## config.mk

```make
export PLATFORM = sky130hd
export DESIGN_NAME = alu_pipe
export DESIGN_NICKNAME = d
export VERILOG_FILES = /design/src/rtl/alu_pipe.sv
export SDC_FILE = /design/constraint.sdc
export NUM_CORES = 1
export LEC_CHECK = 0
export CORE_MARGIN = 5
export CORE_UTILIZATION = 50
export DETAILED_ROUTE_END_ITERATION = 7
export GPL_ROUTABILITY_DRIVEN = 0
export PLACE_DENSITY_LB_ADDON = 0.12
export SLEW_MARGIN = 40
export SYNTH_ARGS = -nofsm -noshare
export SYNTH_HDL_FRONTEND = slang
export SYNTH_SLANG_ARGS = --single-unit
```

## constraint.sdc

```tcl
create_clock -name clk -period 3.1 [get_ports clk]
set_input_delay 0.31 -clock clk [delete_from_list [all_inputs] [get_ports clk]]
set_output_delay 0.31 -clock clk [all_outputs]
set_load 0.005 [all_outputs]
```

## src/rtl/alu_pipe.sv

```systemverilog
`default_nettype none
// ============================================================================
// Module      : alu_pipe
// Description : Valid/ready ALU with one registered result stage.
//               Single-cycle ops (add, sub, and, or, xor, shl, shr) have
//               latency 1 and full throughput. Opcode 000 is either a
//               constant-zero op (default build) or an unsigned iterative
//               shift-add multiply (build with ALU_PIPE_MUL_EN defined).
//
// Parameters  : WIDTH    - operand/result width in bits (4..32)
//               OP_WIDTH - opcode width (must be 3)
//
// Ports       : clk        - clock, rising edge
//               rst        - synchronous active-high reset
//               in_valid   - request valid
//               in_ready   - request can be accepted this cycle
//               alu_op     - opcode
//               op1, op2   - operands
//               out_valid  - result register holds an unconsumed result
//               out_ready  - consumer takes the result this cycle
//               out        - result
//               flags      - {negative, overflow, carry, zero}
//
// Config      : ALU_PIPE_MUL_EN - enables the iterative multiplier on
//               opcode 000 and the MUL state.
//
// Revision    : 1.0 - initial release
// ============================================================================
module alu_pipe #(
    parameter int WIDTH    = 8,
    parameter int OP_WIDTH = 3
) (
    input  logic                clk,
    input  logic                rst,
    input  logic                in_valid,
    output logic                in_ready,
    input  logic [OP_WIDTH-1:0] alu_op,
    input  logic [WIDTH-1:0]    op1,
    input  logic [WIDTH-1:0]    op2,
    output logic                out_valid,
    input  logic                out_ready,
    output logic [WIDTH-1:0]    out,
    output logic [3:0]          flags
);

    // ------------------------------------------------------------------
    // Opcodes
    // ------------------------------------------------------------------
    localparam logic [OP_WIDTH-1:0] c_OP_ADD = OP_WIDTH'(1);
    localparam logic [OP_WIDTH-1:0] c_OP_SUB = OP_WIDTH'(2);
    localparam logic [OP_WIDTH-1:0] c_OP_AND = OP_WIDTH'(3);
    localparam logic [OP_WIDTH-1:0] c_OP_OR  = OP_WIDTH'(4);
    localparam logic [OP_WIDTH-1:0] c_OP_XOR = OP_WIDTH'(5);
    localparam logic [OP_WIDTH-1:0] c_OP_SHL = OP_WIDTH'(6);
    localparam logic [OP_WIDTH-1:0] c_OP_SHR = OP_WIDTH'(7);
`ifdef ALU_PIPE_MUL_EN
    localparam logic [OP_WIDTH-1:0] c_OP_MUL = OP_WIDTH'(0);
`endif

    // WIDTH always fits in WIDTH bits for WIDTH >= 2
    localparam logic [WIDTH-1:0] c_SHIFT_LIMIT = WIDTH'(WIDTH);

    // ------------------------------------------------------------------
    // State machine encoding
    // ------------------------------------------------------------------
`ifdef ALU_PIPE_MUL_EN
    typedef enum logic [0:0] {
        IDLE = 1'b0,
        MUL  = 1'b1
    } state_t;
`else
    typedef enum logic [0:0] {
        IDLE = 1'b0
    } state_t;
`endif

    state_t r_state;
    state_t w_state_next;

    // ------------------------------------------------------------------
    // Output register
    // ------------------------------------------------------------------
    logic             r_out_valid;
    logic [WIDTH-1:0] r_out;
    logic [3:0]       r_flags;

    // ------------------------------------------------------------------
    // Handshakes
    // ------------------------------------------------------------------
    logic w_out_free;
    logic w_accept;
    logic w_consume;
    logic w_single_accept;

    // The output slot can take a new value if it is empty or being drained
    assign w_out_free = !r_out_valid || out_ready;
    assign in_ready   = w_out_free && (r_state == IDLE) && !rst;
    assign w_accept   = in_valid && in_ready;
    assign w_consume  = r_out_valid && out_ready;

    // ------------------------------------------------------------------
    // Single-cycle datapath
    // ------------------------------------------------------------------
    logic [WIDTH:0]   w_add_ext;
    logic [WIDTH:0]   w_sub_ext;
    logic             w_shift_oob;
    logic [WIDTH-1:0] w_alu_res;
    logic             w_alu_c;
    logic             w_alu_v;
    logic [3:0]       w_alu_flags;

    assign w_add_ext   = {1'b0, op1} + {1'b0, op2};
    // The extra top bit of the zero-extended difference is the borrow
    assign w_sub_ext   = {1'b0, op1} - {1'b0, op2};
    assign w_shift_oob = (op2 >= c_SHIFT_LIMIT);

    always_comb begin
        w_alu_res = '0;
        w_alu_c   = 1'b0;
        w_alu_v   = 1'b0;
        case (alu_op)
            c_OP_ADD: begin
                w_alu_res = w_add_ext[WIDTH-1:0];
                w_alu_c   = w_add_ext[WIDTH];
                // Same-sign operands producing an opposite-sign sum
                w_alu_v   = (op1[WIDTH-1] == op2[WIDTH-1]) &&
                            (w_add_ext[WIDTH-1] != op1[WIDTH-1]);
            end
            c_OP_SUB: begin
                w_alu_res = w_sub_ext[WIDTH-1:0];
                w_alu_c   = w_sub_ext[WIDTH];
                // Different-sign operands where the result sign flips from op1
                w_alu_v   = (op1[WIDTH-1] != op2[WIDTH-1]) &&
                            (w_sub_ext[WIDTH-1] != op1[WIDTH-1]);
            end
            c_OP_AND: w_alu_res = op1 & op2;
            c_OP_OR:  w_alu_res = op1 | op2;
            c_OP_XOR: w_alu_res = op1 ^ op2;
            c_OP_SHL: w_alu_res = w_shift_oob ? '0 : (op1 << op2);
            c_OP_SHR: w_alu_res = w_shift_oob ? '0 : (op1 >> op2);
            // Opcode 000 in the single-cycle path always yields zero
            default:  w_alu_res = '0;
        endcase
    end

    assign w_alu_flags = {w_alu_res[WIDTH-1], w_alu_v, w_alu_c, (w_alu_res == '0)};

`ifdef ALU_PIPE_MUL_EN
    // ------------------------------------------------------------------
    // Iterative shift-add multiplier
    // ------------------------------------------------------------------
    localparam int c_CNT_W = $clog2(WIDTH);

    logic [2*WIDTH-1:0] r_mcand;
    logic [2*WIDTH-1:0] r_prod;
    logic [WIDTH-1:0]   r_mplier;
    logic [c_CNT_W-1:0] r_mul_cnt;
    logic [2*WIDTH-1:0] w_prod_next;
    logic               w_mul_last;
    logic               w_mul_start;
    logic               w_mul_done;
    logic               w_mul_step;
    logic [3:0]         w_mul_flags;

    assign w_single_accept = w_accept && (alu_op != c_OP_MUL);
    assign w_prod_next     = r_prod + (r_mplier[0] ? r_mcand : '0);
    assign w_mul_last      = (r_mul_cnt == c_CNT_W'(WIDTH - 1));
    // The final step waits if an earlier result is still occupying the
    // output register, so it can never be overwritten before consumption.
    assign w_mul_step      = (r_state == MUL) && !(w_mul_last && !w_out_free);
    assign w_mul_flags     = {w_prod_next[WIDTH-1], 1'b0,
                              (w_prod_next[2*WIDTH-1:WIDTH] != '0),
                              (w_prod_next[WIDTH-1:0] == '0)};

    always_comb begin
        w_state_next = r_state;
        w_mul_start  = 1'b0;
        w_mul_done   = 1'b0;
        case (r_state)
            IDLE: begin
                if (w_accept && (alu_op == c_OP_MUL)) begin
                    w_mul_start  = 1'b1;
                    w_state_next = MUL;
                end
            end
            MUL: begin
                if (w_mul_last && w_out_free) begin
                    w_mul_done   = 1'b1;
                    w_state_next = IDLE;
                end
            end
            default: w_state_next = IDLE;
        endcase
    end

    always_ff @(posedge clk) begin
        if (rst) begin
            r_mcand   <= '0;
            r_prod    <= '0;
            r_mplier  <= '0;
            r_mul_cnt <= '0;
        end else if (w_mul_start) begin
            r_mcand   <= {{WIDTH{1'b0}}, op1};
            r_prod    <= '0;
            r_mplier  <= op2;
            r_mul_cnt <= '0;
        end else if (w_mul_step) begin
            // One multiplier bit per cycle, LSB first
            r_prod    <= w_prod_next;
            r_mcand   <= r_mcand << 1;
            r_mplier  <= r_mplier >> 1;
            r_mul_cnt <= r_mul_cnt + c_CNT_W'(1);
        end
    end
`else
    assign w_single_accept = w_accept;

    always_comb begin
        w_state_next = IDLE;
    end
`endif

    // ------------------------------------------------------------------
    // State register
    // ------------------------------------------------------------------
    always_ff @(posedge clk) begin
        if (rst) begin
            r_state <= IDLE;
        end else begin
            r_state <= w_state_next;
        end
    end

    // ------------------------------------------------------------------
    // Result register: a new result takes priority over a consume on
    // the same edge, keeping throughput at one per cycle.
    // ------------------------------------------------------------------
    always_ff @(posedge clk) begin
        if (rst) begin
            r_out_valid <= 1'b0;
            r_out       <= '0;
            r_flags     <= '0;
        end else if (w_single_accept) begin
            r_out_valid <= 1'b1;
            r_out       <= w_alu_res;
            r_flags     <= w_alu_flags;
`ifdef ALU_PIPE_MUL_EN
        end else if (w_mul_done) begin
            r_out_valid <= 1'b1;
            r_out       <= w_prod_next[WIDTH-1:0];
            r_flags     <= w_mul_flags;
`endif
        end else if (w_consume) begin
            r_out_valid <= 1'b0;
        end
    end

    assign out_valid = r_out_valid;
    assign out       = r_out;
    assign flags     = r_flags;

endmodule
`default_nettype wire

```

==> results of run 1 <==
-- cell usage in the layout (no fill, tap or decap), types with 4 or more instances in the layout --
cell             netlist  layout
nor4_1                 4       4
o21ai_0               16      16
nand3_1               10      10
ha_1                  26      26
a221oi_1               5       5
clkdlybuf4s50_1        0      36
nand2b_1               7       7
mux4_1                 4       4
a21oi_1               21      21
dfxtp_1               12      12
nand4_1                4       4
a211oi_1               7       7
a22oi_1                5       5
nand2_1               16      16
clkbuf_8               0       4
nor2_1                27      27
nor3_1                 7       7
nor2b_1                7       7
inv_1                 20      20
o21bai_1               4       4
mux2i_1                7       7
buf_4                  1      22
-- sequential cells by signal (all words and copies together), names as in the netlist --
signal	cells
out_valid	1
out	8
flags	3
-- cell type report --
class / count / area, um^2 / area share [%]
Multi-Input combinational cell: 236 / 1860 / 65.3
Timing Repair Buffer: 59 / 546 / 19.2
Sequential cell: 12 / 240 / 8.46
Inverter: 21 / 78.8 / 2.78
Tap cell: 52 / 65.1 / 2.29
Clock buffer: 4 / 55.1 / 1.94
-- cell families (layout without fill, tap and decap cells) --
kind of cell               after synthesis  count (layout)
muxes                                   15              15
adders and majority gates               28              28
DFF                                     12              12
and+or+nand+nor                         99              99
AOI/OAI and AO/OA                       92              92
buffers and inverters                   40              84
xor gates and xnor gates                 2               2
-- metal layers --
layer	track usage, %	vias to the layer above	wire length, um
met3	3.24	6	615
met1	30.5	1059	2830
met5	0	-	0
met4	4.81	0	80
met2	33.9	120	2800
li1	-	1163	-
-- power by group --
part / leakage [nW] / internal, W / switching [W] / total, W
clock: 0.0288 / 0.000112 / 0.0000567 / 0.000169
sequential: 0.0986 / 0.000167 / 0.00000588 / 0.000173
combinational: 1.08 / 0.000180 / 0.000189 / 0.000369
total: 1.21 / 0.000459 / 0.000252 / 0.000710
-- worst max-delay path, delay by kind of cell --
family / cells / cell delay [ps]
AO/OA/AOI/OAI: 5 / 1240
adder cells (fa/ha/maj): 1 / 250
buffers and inverters: 2 / 680
AND/OR/NAND/NOR: 2 / 520
-- metrics by stage --
stage | total power, W | hold slack (ps) | setup slack, ps | util (%)
final | 0.000710 | 464 | 253 | 64.8
after global routing | 0.000763 | 491 | 61.3 | 64.8
after floorplan | 0.000401 | 382 | 519 | -
after detailed placement | 0.000540 | 460 | 44.9 | 63.4
after CTS | 0.000711 | 467 | 290 | 64.7
after global placement | 0.000537 | 449 | 94.6 | 63.4
-- path summary, 6_finish.rpt --
path	slack, ps	end	startpoint
worst min-delay path	460	out[0]	out[0]
worst max-delay path	250	flags[0]	op1[0]
worst max register to register	1020	flags[0]	out_valid
worst min register to register	460	out[0]	out[0]
==> impl_metrics.json, run 1 <==
{
  "cts.path.max_buffers": 2,
  "synth_common_cells": "nor2_1, ha_1, a21oi_1, inv_1",
  "drive_gt1_share_pct": 14.5,
  "critical_path_class": "in2reg",
  "fmax_mhz": 351,
  "status": "complete, no violations",
  "netlist_area_mm2": 0.00228,
  "crit_slowest_cell": "clkdlybuf4s50_1",
  "cpPeakStageDelay_ps": 570,
  "yosysSeqAreaShare_pct": 10.5,
  "yosys.area_share.simple_pct": 23.6,
  "area_delta_synth_final_pct": 24.7,
  "synth_nets": 339,
  "final.setup.tns_ps": 0,
  "netlist.area_leader.share_pct": 14.3,
  "synth-edff-count": 0,
  "grt_overflow": 0,
  "yosys-mux-area-fraction_pct": 11.1,
  "detail_route.wl_per_cell_um": 16.5,
  "cp-end-kind": "flop",
  "vias": 2348,
  "grt_pass1_wl_mm": 10.8,
  "hpwl_mm": 5.19,
  "p_leak_nw": 1.21,
  "htreeDepth": 1,
  "port_buffers": 36,
  "startpoint_type": "input port",
  "cts_resized": 0,
  "core_area_mm2": 0.00438,
  "routed_wl_mm": 6.33,
  "rows": 24,
  "yosysMostFrequentCell": "nor2_1",
  "reg2reg_depth": 7,
  "yosys.area.top_type": "ha_1",
  "worstHoldPathType": "reg2reg",
  "numClockSinks": 12,
  "max_slew_margin_pct": 58.9,
  "viasPerCell": 6.11,
  "min_period_over_period_pct": 91.8,
  "holdPathStages": 2,
  "clk_pin_slew_ps": 50,
  "place_area_mm2": 0.00278,
  "ys.flop_type": "dfxtp_1",
  "io_pins": 37,
  "synth_adder_area_share_pct": 16.0,
  "ant_nets": 0,
  "ys_ff_latch": 12,
  "synth-async-reset-ratio_pct": 0,
  "rsz0062_at_grt": "no",
  "cp.arrival_ps": 3000,
  "cap_violations": 0,
  "finalNetCount": 384,
  "syn_area_per_cell_um2": 7.91,
  "grt_use_total_pct": 21.4,
  "period_minus_slack_ps": 2850,
  "final-max-slew-violation-count": 0,
  "synth_cell_types": 68,
  "synth_warnings": 0,
  "cts-buffers-inserted": 3,
  "die_h_um": 77.5,
  "worst_slew_pin_slew_ps": 612,
  "cts_root_buf": "clkbuf_8",
  "grt_max_degree": 31,
  "initial_core_util_pct": 52.0,
  "first_global_vias": 2231,
  "tritoncts": "built",
  "synth-xor-area-share_pct": 0.769,
  "antenna_found_initial": 0,
  "drc": 0,
  "dieArea_mm2": 0.00601,
  "nFillCells": 386,
  "ys_top_cells_by_area": "ha_1, dfxtp_1, a21oi_1",
  "vdd_drop_max_v": 0.000190,
  "dpl.cell_count": 380,
  "finalHoldViolations": 0,
  "synth_top_family_by_area": "compound AO/OA/AOI/OAI gates",
  "postCtsHoldBufs": 0,
  "finalClockSkew_ps": 0.357,
  "syn-instance-count": 288,
  "final_cells": 384,
  "path_cells": "clkdlybuf4s50_1, inv_1, ha_1, o21ba_1, nor4_1, a2111oi_1, a221o_1, a211oi_1, nand4_1, o31ai_2",
  "drt_iter0_markers": 208,
  "worstPathRequired_ps": 3260,
  "cts_setup_buffers": 0,
  "setup_violations": 0,
  "critical_path.max_fanout": 5,
  "first_pass_iters": 5,
  "powerDensity_mw_per_mm2": 250,
  "fp.dieW_um": 77.5,
  "synth_compound_area_share_pct": 29.7,
  "clkLatencyLatePin_ps": 240,
  "final_cell_area_mm2": 0.00284,
  "antennaDiodeCount": 0
}
No activity file was read; power rests on OpenSTA's default activity.
==> inputs of run 2 (changes only) <==
==> constraint.sdc (replaced) <==
create_clock -name clk -period 3.3 [get_ports clk]
set_input_delay 0.33 -clock clk [delete_from_list [all_inputs] [get_ports clk]]
set_output_delay 0.33 -clock clk [all_outputs]
set_load 0.005 [all_outputs]
==> run 2 against run 1 <==
- clock power shrank 24%
- global-route usage shrank 0.61 points
- total power shrank 12%
- critical path depth grew 2
- worst hold slack lost 5.0 ps
==> impl_metrics.json, run 2 (same netlist as run 1, synthesis figures left out) <==
{
  "dpl.cell_count": 373,
  "antennaDiodeCount": 0,
  "rows": 24,
  "drc": 0,
  "cts_root_buf": "clkbuf_8",
  "vias": 2366,
  "path_cells": "clkdlybuf4s50_1, inv_1, ha_1, inv_1, fa_1, nand2b_4, o2bb2ai_2, o31a_1, a221oi_2, a21oi_1, or3_1, o31ai_2",
  "fmax_mhz": 352,
  "holdCritStartpoint": "out[0]",
  "powerDensity_mw_per_mm2": 227,
  "place_area_mm2": 0.00272,
  "reg2reg_depth": 7,
  "tritoncts": "built",
  "initial_core_util_pct": 52.0,
  "setup_violations": 0,
  "drt_iter0_markers": 203,
  "cap_violations": 0,
  "detail_route.wl_per_cell_um": 16.7,
  "final.setup.tns_ps": 0,
  "port_buffers": 36,
  "fp.dieW_um": 77.5,
  "worst_slew_pin_slew_ps": 840,
  "crit_path_start": "op1[0]",
  "max_slew_margin_pct": 43.9,
  "min_period_over_period_pct": 86.0,
  "holdPathStages": 2,
  "cts-buffers-inserted": 3,
  "largest_reg_flops": 8,
  "finalClockSkew_ps": 3.15,
  "nFillCells": 407,
  "critical_path_class": "in2reg",
  "clkLatencyLatePin_ps": 240,
  "total_power_w": 0.000625,
  "r2r_start": "out_valid",
  "cpPeakStageDelay_ps": 560,
  "reg2reg_to": "flags[0]",
  "antenna_found_initial": 0,
  "startpoint_type": "input port",
  "critPathBufInv": 3,
  "critical_path.max_fanout": 5,
  "grt_max_degree": 24,
  "cts_resized": 0,
  "final-max-slew-violation-count": 0,
  "cts.path.max_buffers": 2,
  "vdd_drop_max_v": 0.000126,
  "ant_nets": 0,
  "viasPerCell": 6.29,
  "hpwl_mm": 5.14,
  "area_delta_synth_final_pct": 21.0,
  "rsz0062_at_grt": "no",
  "postCtsHoldBufs": 0,
  "final_common_cell": "clkdlybuf4s50_1",
  "grt_pass1_wl_mm": 10.5,
  "status": "complete, no violations",
  "finalNetCount": 377,
  "r2r_setup_slack_ps": 1250,
  "routed_wl_mm": 6.28,
  "io_pins": 37,
  "clk_pin_slew_ps": 50,
  "first_pass_iters": 5,
  "core_area_mm2": 0.00438,
  "final_cell_area_mm2": 0.00276,
  "dieArea_mm2": 0.00601,
  "cp.arrival_ps": 2990,
  "cp_common_cell": "inv_1",
  "grt_overflow": 0,
  "crit_slowest_cell": "clkdlybuf4s50_1",
  "numClockSinks": 12,
  "critical-path-top-delay-family": "compound AO/OA/AOI/OAI gates",
  "grt_use_total_pct": 20.8,
  "htreeDepth": 1,
  "worstPathRequired_ps": 3450,
  "final_cells": 376,
  "whs_endpoint": "out[0]",
  "first_global_vias": 2126,
  "finalHoldViolations": 0,
  "cts_setup_buffers": 0,
  "period_minus_slack_ps": 2840,
  "mostFrequentLayoutCells": "clkdlybuf4s50_1, nor2_1, ha_1",
  "p_leak_nw": 1.16,
  "drive_gt1_share_pct": 12.0,
  "cp-end-kind": "flop",
  "worstHoldPathType": "reg2reg",
  "die_h_um": 77.5
}
run 2: cell types whose count changed in the layout (fill, tap and decap cells not counted), sizes merged:
cell	previous run	this run
buf	23	16
clkbuf	4	3
run 2: metal layers:
layer	GRT usage (%)	vias up	part of all wire, %
li1	-	1148	-
met1	30.1	1087	45
met2	32.2	117	45
met3	3.70	14	8.6
met4	4.30	0	1.3
met5	0	-	0
run 2: how the worst max path moves through the flow:
stage               endpoint  cells past startpoint
floorplan           flags[0]                     11
global placement    flags[0]                     12
detailed placement  flags[0]                     12
CTS                 flags[0]                     12
global route        flags[0]                      9
finish              flags[0]                     12
run 2: worst register-to-register path: stages, from the launching register on:
cell and delay, ps:
dfxtp_1 300, nor2b_1 140, or3b_1 390, a2111oi_2 280, o211ai_1 180, a211oi_1 290, nand4_1 140, o31ai_2 230
run 2: power by group:
group | switching (W) | internal (W) | total [W]
registers | 0.00000532 | 0.000157 | 0.000162
clock network | 0.0000481 | 0.0000800 | 0.000128
logic | 0.000175 | 0.000160 | 0.000335
run 2: final cells by class:
class                           count  area (um^2)  area share (%)
Multi-Input combinational cell    236         1850            67.1
Sequential cell                    12          240            8.72
Tap cell                           52         65.1            2.36
Clock buffer                        3         41.3            1.50
Inverter                           21         78.8            2.86
Timing Repair Buffer               52          480            17.4
run 2: through the flow:
step / hold WS (ps) / util, % / setup slack, ps
2_1_floorplan: 402 / - / 699
3_3_place_gp: 450 / 61.9 / 277
3_5_place_dp: 455 / 61.9 / 241
4_1_cts: 462 / 62.9 / 478
5_1_grt: 475 / 62.9 / 170
6_report: 459 / 62.9 / 461
